$ cat config.mk
export PLATFORM = sky130hd
export DESIGN_NAME = trace_frame_tx
export DESIGN_NICKNAME = d
export VERILOG_FILES = /design/src/rtl/trace_pkg.sv /design/src/rtl/trace_frame_tx.sv
export SDC_FILE = /design/constraint.sdc
export NUM_CORES = 1
export LEC_CHECK = 0
export ABC_CLOCK_PERIOD_IN_PS = 3900
export BUFFER_PORTS_ARGS = -buffer_cell sky130_fd_sc_hd__buf_2
export CAP_MARGIN = 20
export CORE_ASPECT_RATIO = 1.25
export CORE_MARGIN = 3
export CORE_UTILIZATION = 50
export DETAILED_ROUTE_END_ITERATION = 10
export GPL_TIMING_DRIVEN = 0
export PLACE_DENSITY = 0.76
export REMOVE_ABC_BUFFERS = 1
export SLEW_MARGIN = 25
export SYNTH_ARGS = -nofsm -noshare
export SYNTH_HDL_FRONTEND = slang
export SYNTH_SLANG_ARGS = --single-unit
$ cat constraint.sdc
create_clock -name clk -period 3.9 [get_ports clk]
set_clock_uncertainty 0.1 [all_clocks]
set_input_delay 0.39 -clock clk [delete_from_list [all_inputs] [get_ports clk]]
set_output_delay 0.39 -clock clk [all_outputs]
set_load 0.005 [all_outputs]
$ cat src/rtl/trace_pkg.sv
// Shared types and constants for the trace frame transmitter.
// The frame-length helper accounts for the trailing checksum byte when TRACE_CHECKSUM_EN is defined.
package trace_pkg;

  typedef enum logic [2:0] {
    S_IDLE = 3'd0,
    S_LOAD = 3'd1,
    S_SEND = 3'd2,
    S_WAIT = 3'd3,
    S_NEXT = 3'd4,
    S_RD   = 3'd5,
    S_FIN  = 3'd6
  } state_t;

  localparam logic [7:0]  HEADER_DEF     = 8'hA5;
  localparam int unsigned BLOCK_SIZE_DEF = 32;
  localparam int unsigned KEY_SIZE_DEF   = 64;
  localparam int unsigned SAMPLES_DEF    = 1024;
  localparam int unsigned ADDR_W_DEF     = 10;

  // Byte count of one record segment (PT, key or CT) from its width in bits.
  function automatic int unsigned seg_bytes(input int unsigned bits);
    return bits / 8;
  endfunction

  function automatic int unsigned pt_bytes(input int unsigned block_size);
    return seg_bytes(block_size);
  endfunction

  function automatic int unsigned key_bytes(input int unsigned key_size);
    return seg_bytes(key_size);
  endfunction

  function automatic int unsigned ct_bytes(input int unsigned block_size);
    return seg_bytes(block_size);
  endfunction

  function automatic int unsigned frame_len(input int unsigned block_size,
                                            input int unsigned key_size,
                                            input int unsigned samples);
    int unsigned n;
    n = 1 + pt_bytes(block_size) + key_bytes(key_size) + ct_bytes(block_size) + samples;
`ifdef TRACE_CHECKSUM_EN
    n = n + 1;
`endif
    return n;
  endfunction

endpackage

$ cat src/rtl/trace_frame_tx.sv
// Streams header, PT, key, CT and trace RAM samples over the uart_tx byte handshake.
// Define TRACE_CHECKSUM_EN to append an XOR checksum of all bytes after the header.
module trace_frame_tx
  import trace_pkg::*;
#(
  parameter int unsigned BLOCK_SIZE = BLOCK_SIZE_DEF,
  parameter int unsigned KEY_SIZE   = KEY_SIZE_DEF,
  parameter int unsigned SAMPLES    = SAMPLES_DEF,
  parameter int unsigned ADDR_W     = ADDR_W_DEF,
  parameter logic [7:0]  HEADER     = HEADER_DEF
) (
  input  logic                  clk,
  input  logic                  rst,
  input  logic                  start,
  input  logic [BLOCK_SIZE-1:0] pt,
  input  logic [KEY_SIZE-1:0]   key,
  input  logic [BLOCK_SIZE-1:0] ct,
  output logic [ADDR_W-1:0]     mem_addr,
  input  logic [7:0]            mem_data,
  output logic                  tx_dv,
  output logic [7:0]            tx_byte,
  input  logic                  tx_done,
  output logic                  busy,
  output logic                  done
);

  localparam int unsigned N_REC = 1 + pt_bytes(BLOCK_SIZE) + key_bytes(KEY_SIZE) + ct_bytes(BLOCK_SIZE);
  localparam int unsigned REC_W = 8 * N_REC;
  localparam int unsigned IDX_W = $clog2(N_REC + 1);
  localparam int unsigned OFS_W = $clog2(REC_W);
  localparam int unsigned CNT_W = ADDR_W + 1;

  state_t              r_state, w_state_nx;
  logic [REC_W-1:0]    r_rec, w_rec_nx;
  logic [IDX_W-1:0]    r_idx, w_idx_nx;
  logic [CNT_W-1:0]    r_cnt, w_cnt_nx;
  logic [7:0]          r_tx_byte, w_tx_byte_nx;
  logic [ADDR_W-1:0]   r_mem_addr, w_mem_addr_nx;
  logic                r_tx_dv, w_tx_dv_nx;
  logic                r_busy, w_busy_nx;
  logic                r_done, w_done_nx;
`ifdef TRACE_CHECKSUM_EN
  logic [7:0]          r_csum, w_csum_nx;
`endif

  logic [OFS_W-1:0]    w_ofs;
  logic [7:0]          w_rec_byte;
  logic                w_in_rec, w_in_smp, w_last_smp;
  logic [CNT_W-1:0]    w_cnt_inc;

  // Record byte 0 (header) sits in the top byte of r_rec.
  assign w_ofs      = OFS_W'(REC_W - 8) - OFS_W'({r_idx, 3'b000});
  assign w_rec_byte = r_rec[w_ofs +: 8];
  assign w_in_rec   = r_idx < IDX_W'(N_REC);
  assign w_in_smp   = r_cnt < CNT_W'(SAMPLES);
  assign w_cnt_inc  = r_cnt + CNT_W'(1);
  assign w_last_smp = w_cnt_inc == CNT_W'(SAMPLES);

  always_ff @(posedge clk) begin
    if (rst) r_state <= S_IDLE;
    else     r_state <= w_state_nx;
  end

  always_comb begin
    w_state_nx = r_state;
    case (r_state)
      S_IDLE: if (start) w_state_nx = S_LOAD;
      S_LOAD: begin
        if (w_in_rec)      w_state_nx = S_SEND;
        else if (w_in_smp) w_state_nx = S_RD;
        else               w_state_nx = S_SEND;
      end
      S_RD:   w_state_nx = S_SEND;
      S_SEND: w_state_nx = S_WAIT;
      S_WAIT: if (tx_done) w_state_nx = S_NEXT;
      S_NEXT: begin
        if (w_in_rec) w_state_nx = S_LOAD;
`ifdef TRACE_CHECKSUM_EN
        else if (w_in_smp) w_state_nx = S_LOAD;
`else
        else if (w_in_smp) w_state_nx = w_last_smp ? S_FIN : S_LOAD;
`endif
        else               w_state_nx = S_FIN;
      end
      S_FIN:  w_state_nx = S_IDLE;
      default: w_state_nx = S_IDLE;
    endcase
  end

  // Next values of the datapath and the registered outputs.
  always_comb begin
    w_rec_nx      = r_rec;
    w_idx_nx      = r_idx;
    w_cnt_nx      = r_cnt;
    w_tx_byte_nx  = r_tx_byte;
    w_mem_addr_nx = r_mem_addr;
`ifdef TRACE_CHECKSUM_EN
    w_csum_nx     = r_csum;
`endif
    w_tx_dv_nx    = (w_state_nx == S_SEND);
    w_busy_nx     = (w_state_nx != S_IDLE) && (w_state_nx != S_FIN);
    w_done_nx     = (w_state_nx == S_FIN);
    case (r_state)
      S_IDLE: begin
        if (start) begin
          w_rec_nx      = {HEADER, pt, key, ct};
          w_idx_nx      = '0;
          w_cnt_nx      = '0;
          w_mem_addr_nx = '0;
`ifdef TRACE_CHECKSUM_EN
          w_csum_nx     = '0;
`endif
        end
      end
      S_LOAD: begin
        if (w_in_rec) begin
          w_tx_byte_nx = w_rec_byte;
`ifdef TRACE_CHECKSUM_EN
          if (r_idx != '0) w_csum_nx = r_csum ^ w_rec_byte;
`endif
        end
`ifdef TRACE_CHECKSUM_EN
        else if (!w_in_smp) begin
          w_tx_byte_nx = r_csum;
        end
`endif
      end
      S_RD: begin
        w_tx_byte_nx = mem_data;
`ifdef TRACE_CHECKSUM_EN
        w_csum_nx    = r_csum ^ mem_data;
`endif
      end
      S_NEXT: begin
        if (w_in_rec) begin
          w_idx_nx = r_idx + IDX_W'(1);
        end else if (w_in_smp) begin
          w_cnt_nx = w_cnt_inc;
          // Hold the final address rather than wrapping to 0 after the last sample.
          if (!w_last_smp) w_mem_addr_nx = w_cnt_inc[ADDR_W-1:0];
        end
      end
      default: ;
    endcase
  end

  always_ff @(posedge clk) begin
    if (rst) begin
      r_rec      <= '0;
      r_idx      <= '0;
      r_cnt      <= '0;
      r_tx_byte  <= '0;
      r_mem_addr <= '0;
      r_tx_dv    <= 1'b0;
      r_busy     <= 1'b0;
      r_done     <= 1'b0;
`ifdef TRACE_CHECKSUM_EN
      r_csum     <= '0;
`endif
    end else begin
      r_rec      <= w_rec_nx;
      r_idx      <= w_idx_nx;
      r_cnt      <= w_cnt_nx;
      r_tx_byte  <= w_tx_byte_nx;
      r_mem_addr <= w_mem_addr_nx;
      r_tx_dv    <= w_tx_dv_nx;
      r_busy     <= w_busy_nx;
      r_done     <= w_done_nx;
`ifdef TRACE_CHECKSUM_EN
      r_csum     <= w_csum_nx;
`endif
    end
  end

  assign mem_addr = r_mem_addr;
  assign tx_dv    = r_tx_dv;
  assign tx_byte  = r_tx_byte;
  assign busy     = r_busy;
  assign done     = r_done;

endmodule

* After elaboration in Yosys (flattened, before gate mapping)
Index checks and enable logic that the tools add are counted.
Word-level totals: register bits 169, bits of input ports 140, output and inout port bits 21, logic and storage cells 62
Cells by class: $add $sub $neg 3, order comparisons 2, equality and inequality tests 15, shift operators 1, mux-type cells 22, reductions and logical operators 10
Operator list (count):
- $shiftx 136x9->8 | 1
- $mux 10 | 4
- $mux 11 | 3
- $pmux 11 s2 | 1
- $mux 3 | 7
- $pmux 10 s2 | 1
- $pmux 3 s6 | 1
- $pmux 8 s2 | 1
- $ne 2x2->1 const B | 6
- $add 11x1->11 const B | 1
- $eq 11x11->1 const B | 1
- $lt 11x11->1 const B | 1
- $mux 5 | 2
- $pmux 5 s2 | 1
- $eq 3x2->1 const B | 3
- $eq 3x3->1 const B | 3
- $mux 8 | 1
- $sub 8x8->8 const A | 1
- $add 5x1->5 const B | 1
- $lt 5x5->1 const B | 1
- $reduce_and 5->1 | 1
- $reduce_and 2->1 | 2
- $reduce_and 4->1 | 1
- $reduce_bool 2->1 | 2
- other kinds (6) | 6

* Logic depth before layout (Yosys ltp)
Gate-level depths: netlist of the first run.
depth in word-level cells 8, depth in mapped cells 11, depth with buffers taken out 7

* Worst setup path after synthesis of the first run
No wires, ideal clock.
path type reg-to-reg, start point register r_idx[0], end point register r_tx_byte[6], in the netlist tx_byte[6], arrival 2452 ps, path slack 1214 ps, stages on the path, launching flop included 12, buffers on the path 4, period minus slack after synthesis 2686 ps, cells stage by stage dfxtp_1 buf_4 buf_2 inv_1 ha_1 buf_2 clkbuf_1 mux4_2 nand2_1 nand3_1 a32oi_1 a211oi_1
Between the ends: cells in the longest elaborated chain, start to end 4, elaborated cells on any way between the ends 7, classes of those cells add/sub: 1; order compare: 1; eq/ne: 1; shift: 1; mux: 2; reduce/logical: 1
RTL lines:
- start, declared | RTL line trace_frame_tx.sv:35 | logic [IDX_W-1:0] r_idx, w_idx_nx;
- start signal, assigned | RTL line trace_frame_tx.sv:162 | r_idx <= w_idx_nx;
- $sub 8x8->8 | RTL line trace_frame_tx.sv:52 | assign w_ofs = OFS_W'(REC_W - 8) - OFS_W'({r_idx, 3'b000});
- $shiftx 136x9->8 | RTL line trace_frame_tx.sv:53 | assign w_rec_byte = r_rec[w_ofs +: 8];
- $mux 8 | RTL line trace_frame_tx.sv:116 | if (w_in_rec) begin
- $pmux 8 s2 | RTL line trace_frame_tx.sv:103 | case (r_state)
- end signal, assigned | RTL line trace_frame_tx.sv:164 | r_tx_byte <= w_tx_byte_nx;
- end, declared | RTL line trace_frame_tx.sv:37 | logic [7:0] r_tx_byte, w_tx_byte_nx;
Parallel ways exist; a longest one is shown, timed or not. The select of a mux whose other input is x is not followed. A chain may end at the register's enable or synchronous reset.

* Final worst setup path of the first run
start point register r_idx[0], end point register r_tx_byte[1], in the netlist tx_byte[1]
The elaborated chain is that of the path after synthesis.

==> impl_metrics.csv, run 1 <==
group,metric,value,unit
outcome,status,"finished clean",
clock_network,cts.repair.resized,0,
sta,setup_viol,0,
route,via_count,6884,
worst_setup_path,critPathMaxStageDelay,0.56,ns
route,dr.pass1.iters,5,
clock_network,numCtsBuffers,17,
power_and_ir_drop,p_per_area,438,nW/um2
sta,tightest_slew,0.986,ns
global_routing,first_global_vias,6496,
worst_setup_path,path_buf_inv,3,
logic_synthesis,synth_ff_type,"dfxtp_1",
worst_setup_path,crit_required,4.10,ns
power_and_ir_drop,p_total,4.01,mW
logic_synthesis,ys_seq_elements,169,
clock_network,ctsHoldBuffers,0,
worst_setup_path,crit_path_start_kind,"register",
global_routing,grt_max_degree,92,
global_routing,antenna_found_initial,2,
placement,io_buffers,160,
logic_synthesis,ys_seq_area_share,44.4,%
route,wl_per_cell,15.8,um
clock_network,ctsHtreeMaxLevel,4,
floorplan,chipWidth,116,um
power_and_ir_drop,peakVddDrop,0.258,mV
placement,gp_congestion,0.827,
layout,seq_area,3390,um2
route,drc,0,
logic_synthesis,yosys-top-cells-area,"dfxtp_1 44%, nand2_1 16%, a21oi_1 9.6%",
layout,drive_gt1_share,24.0,%
clock_network,cts_sinks,169,
min_path,hold_depth,3,
logic_synthesis,syn_area,7620,um2
global_routing,grt_use_total,23.9,%
global_routing,grt_pass1_wl,31400,um
worst_setup_path,regToRegSetupSlack,1.06,ns
sta,rsz0062_at_grt,"no",
logic_synthesis,syn_avg_cell_area,8.19,um2
logic_synthesis,synth_largest_area_cell,"dfxtp_1",
logic_synthesis,syn_inst,931,
sta,fmax,352,MHz
min_path,whs_endpoint,"r_rec[10]$_SDFFE_PP0P_",
sta,fin_crit_sh,72.8,%
logic_synthesis,yosys.cell_types.count,54,
min_path,hold_path.class,"in -> reg",
worst_setup_path,path_max_fanout,26,
min_path,hp-start,"ct[10]",
logic_synthesis,synth.top_cell.area_share,44.4,%
worst_setup_path,critical_path_class,"reg -> reg",
floorplan,pin_count,161,
floorplan,dieArea,16800,um2
floorplan,fp.coreArea,14700,um2
logic_synthesis,yosysMostFrequentCell,"nand2_1",
clock_network,cts_tree,"built",
floorplan,start_util,52.0,%
floorplan,fp.dieH,144,um
placement,dp_hpwl,13000,um
worst_setup_path,worstPathArrival,3.04,ns
worst_setup_path,reg2reg_from,"r_idx[0]$_SDFFE_PP0P_",
layout,area_growth_syn_to_layout,20.1,%
logic_synthesis,synth_edf_count,0,
worst_setup_path,ff2ff_path_depth,9,
clock_network,clock_path_buffers,2,
route,ant_nets,0,
power_and_ir_drop,leakage,3.62,nW
clock_network,cts_root_buf,"clkbuf_16",
clock_network,clkTransAtPathRegs,0.07,ns
sta,slew-limit-headroom,33.8,%
clock_network,clock_latency,0.43,ns
worst_setup_path,cpMaxStageDelayCell,"dfxtp_4",
logic_synthesis,yosysWarnings,0,
route,viasPerCell,5.59,
worst_setup_path,path_cells,"buf_12 > inv_1 > ha_2 > buf_12 > mux4_2 > nand2_1 > nand3_1 > a32oi_1 > a211oi_1",
floorplan,num_rows,49,
layout,fin_nets,1182,
logic_synthesis,synth_commonest_cells,"316 x nand2_1, 169 x dfxtp_1, 146 x a21oi_1",
worst_setup_path,path_delay_family,"buffers and inverters",
worst_setup_path,r2r-end,"tx_byte[1]$_SDFFE_PP0P_",
sta,finalHoldViolations,0,
route,routed_wl,19400,um
route,drt-initial-drc-count,486,
clock_network,cts_setup_buffers,0,
global_routing,overflow,0,
sta,period_minus_slack,2.84,ns
layout,multi_input_area,3900,um2
sta,finalMaxSlewViolations,0,
worst_setup_path,end_kind,"register",
layout,fillers,1280,
worst_setup_path,path_common_cell,"buf_12",
logic_synthesis,async_flop_share,0,%
run,maxCapViolations,0,
layout,fin_util,62.5,%
worst reg2reg max path, delay by kind of cell, from the launching register on:
kind / cells / cell delay [ns]
AOI/OAI and AO/OA: 2 / 0.37
buffers and inverters: 3 / 0.63
DFF: 1 / 0.56
adders and majority gates: 1 / 0.54
and+or+nand+nor: 2 / 0.19
muxes: 1 / 0.32
cell type report:
type	instances	share of cell area (%)
clock buffer	18	4.69
multi-input combinational	675	42.6
clock inverter	14	2.04
tap	178	2.43
antenna	1	0.0273
sequential	169	37.0
inverter	6	0.246
timing repair buffer	170	11.0
state kept, by name, indices dropped and copies added (netlist names):
signal,count
tx_dv,1
r_idx,5
done,1
mem_addr,10
tx_byte,8
r_rec,129
r_state,3
busy,1
r_cnt,11
logic make-up (layout without fill, tap and decap cells):
| family | Yosys count | in the layout | share of synthesized area (%) |
|---|---|---|---|
| compound gates | 208 | 208 | 15.7 |
| buf+inv | 87 | 208 | 5.01 |
| fa+ha+maj | 3 | 3 | 0.493 |
| simple gates | 416 | 416 | 23.1 |
| other cells | 0 | 1 | 0 |
| xor+xnor | 16 | 16 | 1.84 |
| flops | 169 | 169 | 44.4 |
| mux | 32 | 32 | 9.46 |
through the flow:
step	worst slack (ns)	cell area [um2]	hold slack, ns	std cells	setup TNS, ns
after detailed placement	1.03	8540	0.342	1198	0
after global routing	0.754	9150	0.0824	1230	0
final	1.06	9160	0.0858	1231	0
after CTS	1.01	9150	0.0738	1230	0
after floorplan	-0.264	7260	0.327	850	-2.21
after global placement	-2.37	8290	0.332	1188	-259.58
cells in the final DEF, fill, tap and decap left out, drive strengths merged, types with 4 or more instances in the layout:
cell    instances
nand2         316
buf           170
dfxtp         169
a21oi         146
mux4           32
nand3          28
nor2           19
o21ai          19
clkbuf         18
a31oi          13
inv            11
xnor2          10
nand4           9
nor3            8
a211oi          7
or3             7
nand2b          6
xor2            6
clkinv          5
a32oi           4
and3            4
per-layer routing:
layer  vias up  global-route usage (%)  share of wire (%)
met5         -                       0               0.16
met4         4                    9.84                3.3
met3        50                    6.07                6.0
met2       234                    39.4                 50
met1      3187                    29.8                 40
li1       3409                       -                  -
where the power goes:
group          switching [mW]  internal [mW]
combinational           0.216          0.174
clock                   0.730           1.02
sequential             0.0461           1.82
total                   0.993           3.02
worst max path at each step:
stage | start | end | cells past startpoint
after floorplan | r_state[2]$_SDFF_PP0_ | mem_addr[1]$_SDFFE_PP0P_ | 5
after global placement | r_state[2]$_SDFF_PP0_ | mem_addr[6]$_SDFFE_PP0P_ | 5
after detailed placement | r_idx[0]$_SDFFE_PP0P_ | tx_byte[1]$_SDFFE_PP0P_ | 9
after CTS | r_idx[0]$_SDFFE_PP0P_ | tx_byte[1]$_SDFFE_PP0P_ | 9
after global routing | r_idx[0]$_SDFFE_PP0P_ | tx_byte[0]$_SDFFE_PP0P_ | 9
final | r_idx[0]$_SDFFE_PP0P_ | tx_byte[1]$_SDFFE_PP0P_ | 9
No activity file was read; power rests on OpenSTA's default activity.
==> inputs of run 2 (changes only) <==
Settings changed: ABC_CLOCK_PERIOD_IN_PS 3900 to 2600, CORE_UTILIZATION 50 to 49, PLACE_DENSITY 0.76 to 0.78.
Clock period 3.9 ns to 2.6 ns, I/O delays scaled along.
==> run 2 against run 1 <==
Via count increased by 14%. Non-clock buffer count increased by 134. Combinational power increased by 98%. Final area increased by 15%. Core utilization increased by 7.2 points. Critical endpoint is now tx_dv$_SDFF_PP0_.
==> impl_metrics.csv, run 2 (synthesis gave the netlist of run 1 again) <==
group,metric,value,unit
sta,slew-limit-headroom,38.7,%
floorplan,num_rows,50,
route,via_count,7849,
placement,dp_hpwl,12800,um
power_and_ir_drop,p_per_area,572,nW/um2
sta,tns,0,ns
route,viasPerCell,5.62,
power_and_ir_drop,leakage,4.19,nW
layout,area_growth_syn_to_layout,38.4,%
global_routing,first_global_vias,7778,
worst_setup_path,ff2ff_path_depth,6,
sta,period_minus_slack,2.44,ns
worst_setup_path,path_cells,"ha_1 > nand4_1 > o211a_1 > or3_4 > a31oi_2 > nor3b_2",
global_routing,grt_use_total,27.6,%
layout,regMostFlops,"r_rec",
outcome,status,"finished clean",
clock_network,ctsHtreeMaxLevel,4,
route,routed_wl,24000,um
worst_setup_path,crit_path_start_kind,"register",
sta,fmax,409,MHz
floorplan,fp.dieH,145,um
floorplan,fp.coreArea,15100,um2
worst_setup_path,regToRegSetupSlack,0.16,ns
clock_network,clock_latency,0.43,ns
route,drt-initial-drc-count,587,
clock_network,numCtsBuffers,17,
placement,gp_congestion,0.853,
layout,final_cell_mix,"316 x nand2_1, 168 x dfxtp_1, 159 x buf_2",
clock_network,clkTransAtPathRegs,0.07,ns
clock_network,clock_path_buffers,2,
layout,largest_reg_flops,129,
run,maxCapViolations,0,
min_path,whs_endpoint,"tx_byte[2]$_SDFFE_PP0P_",
sta,setup_viol,0,
worst_setup_path,reg2reg_from,"r_cnt[0]$_SDFFE_PP0P_",
power_and_ir_drop,peakVddDrop,0.496,mV
worst_setup_path,end_kind,"register",
worst_setup_path,cpMaxStageDelayCell,"dfxtp_1",
global_routing,antenna_found_initial,2,
min_path,hold_path.class,"in -> reg",
global_routing,grt_pass1_wl,38200,um
route,ant_nets,0,
power_and_ir_drop,p_total,6.04,mW
floorplan,chipWidth,118,um
sta,finalMaxSlewViolations,0,
route,dr.pass1.iters,5,
clock_network,cts_root_buf,"clkbuf_16",
sta,rsz0062_at_grt,"no",
layout,fin_nets,1316,
global_routing,overflow,0,
worst_setup_path,worstPathArrival,2.70,ns
sta,tightest_slew,0.913,ns
min_path,hold_depth,3,
worst_setup_path,path_max_fanout,10,
route,drc,0,
global_routing,grt_max_degree,96,
sta,fin_crit_sh,93.9,%
clock_network,cts_tree,"built",
sta,finalHoldViolations,0,
worst_setup_path,critical_path_class,"reg -> reg",
layout,drive_gt1_share,22.0,%
worst_setup_path,crit_required,2.86,ns
worst_setup_path,critPathMaxStageDelay,0.49,ns
floorplan,start_util,50.3,%
layout,final_common_cell,"nand2_1",
placement,io_buffers,160,
clock_network,cts_sinks,169,
floorplan,pin_count,161,
route,wl_per_cell,17.2,um
worst_setup_path,r2r-end,"tx_dv$_SDFF_PP0_",
min_path,hp-start,"mem_data[2]",
floorplan,dieArea,17100,um2
-- run 2: cell types whose count changed in the layout (fill, tap and decap cells not counted), moves of 2 or more --
cell | before | now
bufinv_16 | 3 | 1
inv_6 | 3 | 8
buf_4 | 1 | 6
dlygate4sd3_1 | 0 | 128
clkinv_4 | 4 | 1
inv_8 | 2 | 0
clkinv_2 | 1 | 4
-- run 2: power breakdown --
group          switching, mW  leakage [nW]  internal (mW)
sequential            0.0760          1.38           2.73
clock                   1.12         0.280           1.34
combinational          0.384          2.53          0.387
total                   1.58          4.19           4.45
-- run 2: per-stage QoR --
step	utilization (%)	area [um2]	hold WS (ns)	worst slack, ns	std cells
floorplan	-	7260	0.229	-1.56	850
global placement	55.0	8320	0.333	-3.56	1218
detailed placement	56.6	8570	0.345	-0.310	1228
CTS	69.2	10500	0.00835	0.0235	1390
global route	69.7	10500	0.0377	0.0138	1396
finish	69.7	10500	0.0301	0.158	1396
-- run 2: area by class of cell --
cell class / instances / area, um2
Inverter: 6 / 22.5
Clock buffer: 17 / 425
Multi-Input combinational cell: 675 / 3960
Fill cell: 1159 / 4590
Antenna cell: 2 / 5.00
Sequential cell: 169 / 3390
Tap cell: 208 / 260
Clock inverter: 15 / 136
Timing Repair Buffer: 304 / 2350
-- run 2: how the worst max path moves through the flow --
| stage | depth (start not counted) | from | to | slack (ns) |
|---|---|---|---|---|
| 2_1_floorplan | 5 | r_state[2]$_SDFF_PP0_ | mem_addr[1]$_SDFFE_PP0P_ | -1.56 |
| 3_3_place_gp | 5 | r_state[2]$_SDFF_PP0_ | mem_addr[6]$_SDFFE_PP0P_ | -3.56 |
| 3_5_place_dp | 9 | r_idx[0]$_SDFFE_PP0P_ | tx_byte[4]$_SDFFE_PP0P_ | -0.31 |
| 4_1_cts | 6 | r_cnt[0]$_SDFFE_PP0P_ | tx_dv$_SDFF_PP0_ | 0.02 |
| 5_1_grt | 5 | r_state[2]$_SDFF_PP0_ | r_cnt[2]$_SDFFE_PP0P_ | 0.01 |
| 6_report | 6 | r_cnt[0]$_SDFFE_PP0P_ | tx_dv$_SDFF_PP0_ | 0.16 |
-- run 2: layer usage --
metal | vias to the layer above | GRT usage (%) | share of wire (%)
li1 | 3685 | - | -
met1 | 3688 | 30.4 | 37
met2 | 370 | 48.6 | 52
met3 | 106 | 6.22 | 6.0
met4 | 0 | 16.2 | 5.0
met5 | - | 0 | 0
-- run 2: critical path: cells and delay by family (launching register included) --
kind,cells,cell delay (ns)
and+or+nand+nor,3,0.88
adders and majority gates,1,0.35
AOI/OAI and AO/OA,2,0.55
DFF,1,0.49
-- run 2: timing repair --
item / CTS / global route
buffers inserted: 1 / 4
hold buffers: 128 / 0
endpoints found under the setup margin: 28 / 32
gates resized for setup: 3 / 4
pin swaps: 1 / 1
hold endpoints to repair: 128 / 0
gates cloned: 1 / 0
==> inputs of run 3 (changes only) <==
Settings changed: PLACE_DENSITY 0.78 to not set, PLACE_DENSITY_LB_ADDON set to 0.15.
==> run 3 against run 2 <==
Worst setup slack got worse by 0.013 ns. Clock power is 7% higher. First-iteration DRC count decreased by 27%. Sequential power about the same. Maximum frequency down 0.52%. Core utilization is 0.15 points higher. Largest power group unchanged. Global-route usage decreased by 2.3 points. Register-to-register slack barely moved. Combinational power is 2% lower.
==> impl_metrics.csv, run 3 (synthesis gave the netlist of run 1 again) <==
group,metric,value,unit
outcome,status,"finished clean",
floorplan,fp.dieH,145,um
route,via_count,7406,
clock_network,cts_root_buf,"clkbuf_16",
global_routing,grt_use_met3,5.44,%
floorplan,start_util,50.3,%
sta,tightest_slew,1.02,ns
layout,area_growth_syn_to_layout,38.7,%
floorplan,fp.coreArea,15100,um2
clock_network,clkTransAtPathRegs,0.06,ns
global_routing,grtUsageMet2,46.6,%
run,maxCapViolations,0,
worst_setup_path,crit_required,2.78,ns
layout,fin_util,69.8,%
sta,fmax,407,MHz
global_routing,antenna_found_initial,0,
placement,dp_hpwl,13100,um
layout,fin_cells,1394,
global_routing,first_global_vias,7461,
floorplan,pin_count,161,
sta,finalHoldViolations,0,
placement,io_buffers,160,
clock_network,clock_latency,0.42,ns
min_path,hold_path.class,"in -> reg",
placement,gp_congestion,0.845,
layout,antenna_cells,0,
global_routing,overflow,0,
clock_network,cts_sinks,169,
clock_network,numCtsBuffers,17,
clock_network,ctsHtreeMaxLevel,4,
worst_setup_path,end_kind,"register",
layout,fin_nets,1316,
route,routed_wl,21800,um
route,viasPerCell,5.31,
floorplan,dieArea,17100,um2
global_routing,grt_max_degree,92,
global_routing,busiest_layer,"met2",
layout,regMostFlops,"r_rec",
sta,rsz0062_at_grt,"no",
sta,slew-limit-headroom,31.5,%
power_and_ir_drop,p_per_area,586,nW/um2
worst_setup_path,worstPathArrival,2.64,ns
worst_setup_path,crit_path_start_kind,"register",
layout,largest_reg_flops,129,
floorplan,chipWidth,118,um
placement,post_dp_cell_area,8590,um2
placement,post-place-ws,-0.129,ns
sta,hold_ws,0.0125,ns
sta,finalMaxSlewViolations,0,
worst_setup_path,ff2ff_path_depth,8,
global_routing,grt_util_met1,28.0,%
worst_setup_path,path_max_fanout,21,
power_and_ir_drop,p_total,6.19,mW
sta,tns,0,ns
route,ant_nets,0,
global_routing,grt_use_total,25.3,%
clock_network,cts_tree,"built",
power_and_ir_drop,peakVddDrop,0.410,mV
layout,final_common_cell,"nand2_1",
route,drc,0,
layout,drive_gt1_share,21.8,%
worst_setup_path,critical_path_class,"reg -> reg",
layout,design_area,10600,um2
sta,fin_crit_sh,94.4,%
global_routing,grt_pass1_wl,35400,um
route,drt-initial-drc-count,427,
route,dr.pass1.iters,5,
power_and_ir_drop,leakage,4.20,nW
sta,setup_viol,0,
min_path,hold_depth,3,
placement,dp.cells,1228,
floorplan,num_rows,50,
sta,period_minus_slack,2.45,ns
sta,timing.final.ws_setup,0.145,ns
clock_network,clock_path_buffers,2,
layout,final_cell_mix,"316 x nand2_1, 168 x dfxtp_1, 159 x buf_2",
route,wl_per_cell,15.6,um
## run 3: worst max-delay path: stages (launching register included)
cell	delay [ns]
dfxtp_1	0.49
inv_1	0.12
ha_4	0.45
buf_12	0.23
mux4_2	0.33
nand2_1	0.08
nand3_1	0.15
a32oi_1	0.28
a211oi_1	0.09
## run 3: area by class of cell
class | count | area [um2]
fill | 1236 | 4570
multi-input combinational | 675 | 3930
sequential | 169 | 3390
timing repair buffer | 304 | 2340
clock buffer | 22 | 485
tap | 208 | 260
clock inverter | 10 | 139
inverter | 6 | 22.5
## run 3: path summary, 6_finish.rpt
check                           from                      end  slack [ns]
max reg2reg    r_idx[1]$_SDFFE_PP0P_  tx_byte[6]$_SDFFE_PP0P_        0.15
max            r_idx[1]$_SDFFE_PP0P_  tx_byte[6]$_SDFFE_PP0P_        0.15
min                           ct[14]   r_rec[14]$_SDFFE_PP0P_        0.01
min reg2reg  tx_byte[2]$_SDFFE_PP0P_  tx_byte[2]$_SDFFE_PP0P_        0.35
## run 3: report_power, final
part / switching (mW) / internal [mW]
Sequential: 0.0705 / 2.73
Clock: 1.02 / 1.62
Combinational: 0.363 / 0.391
## run 3: layer usage
metal / up-vias / wire, um / share of wire (%)
met3: 58 / 964 / 4.4
met1: 3458 / 8480 / 39
li1: 3685 / - / -
met2: 205 / 11500 / 53
met4: 0 / 800 / 3.7
met5: - / 0 / 0
## run 3: timing repair
item                       4_1_cts  5_1_grt
resized for setup                3        2
hold buffers                   128        0
setup buffers                    0        6
hold endpoints to repair       128        0
cloned                           0        0
setup endpoints to repair        9       15
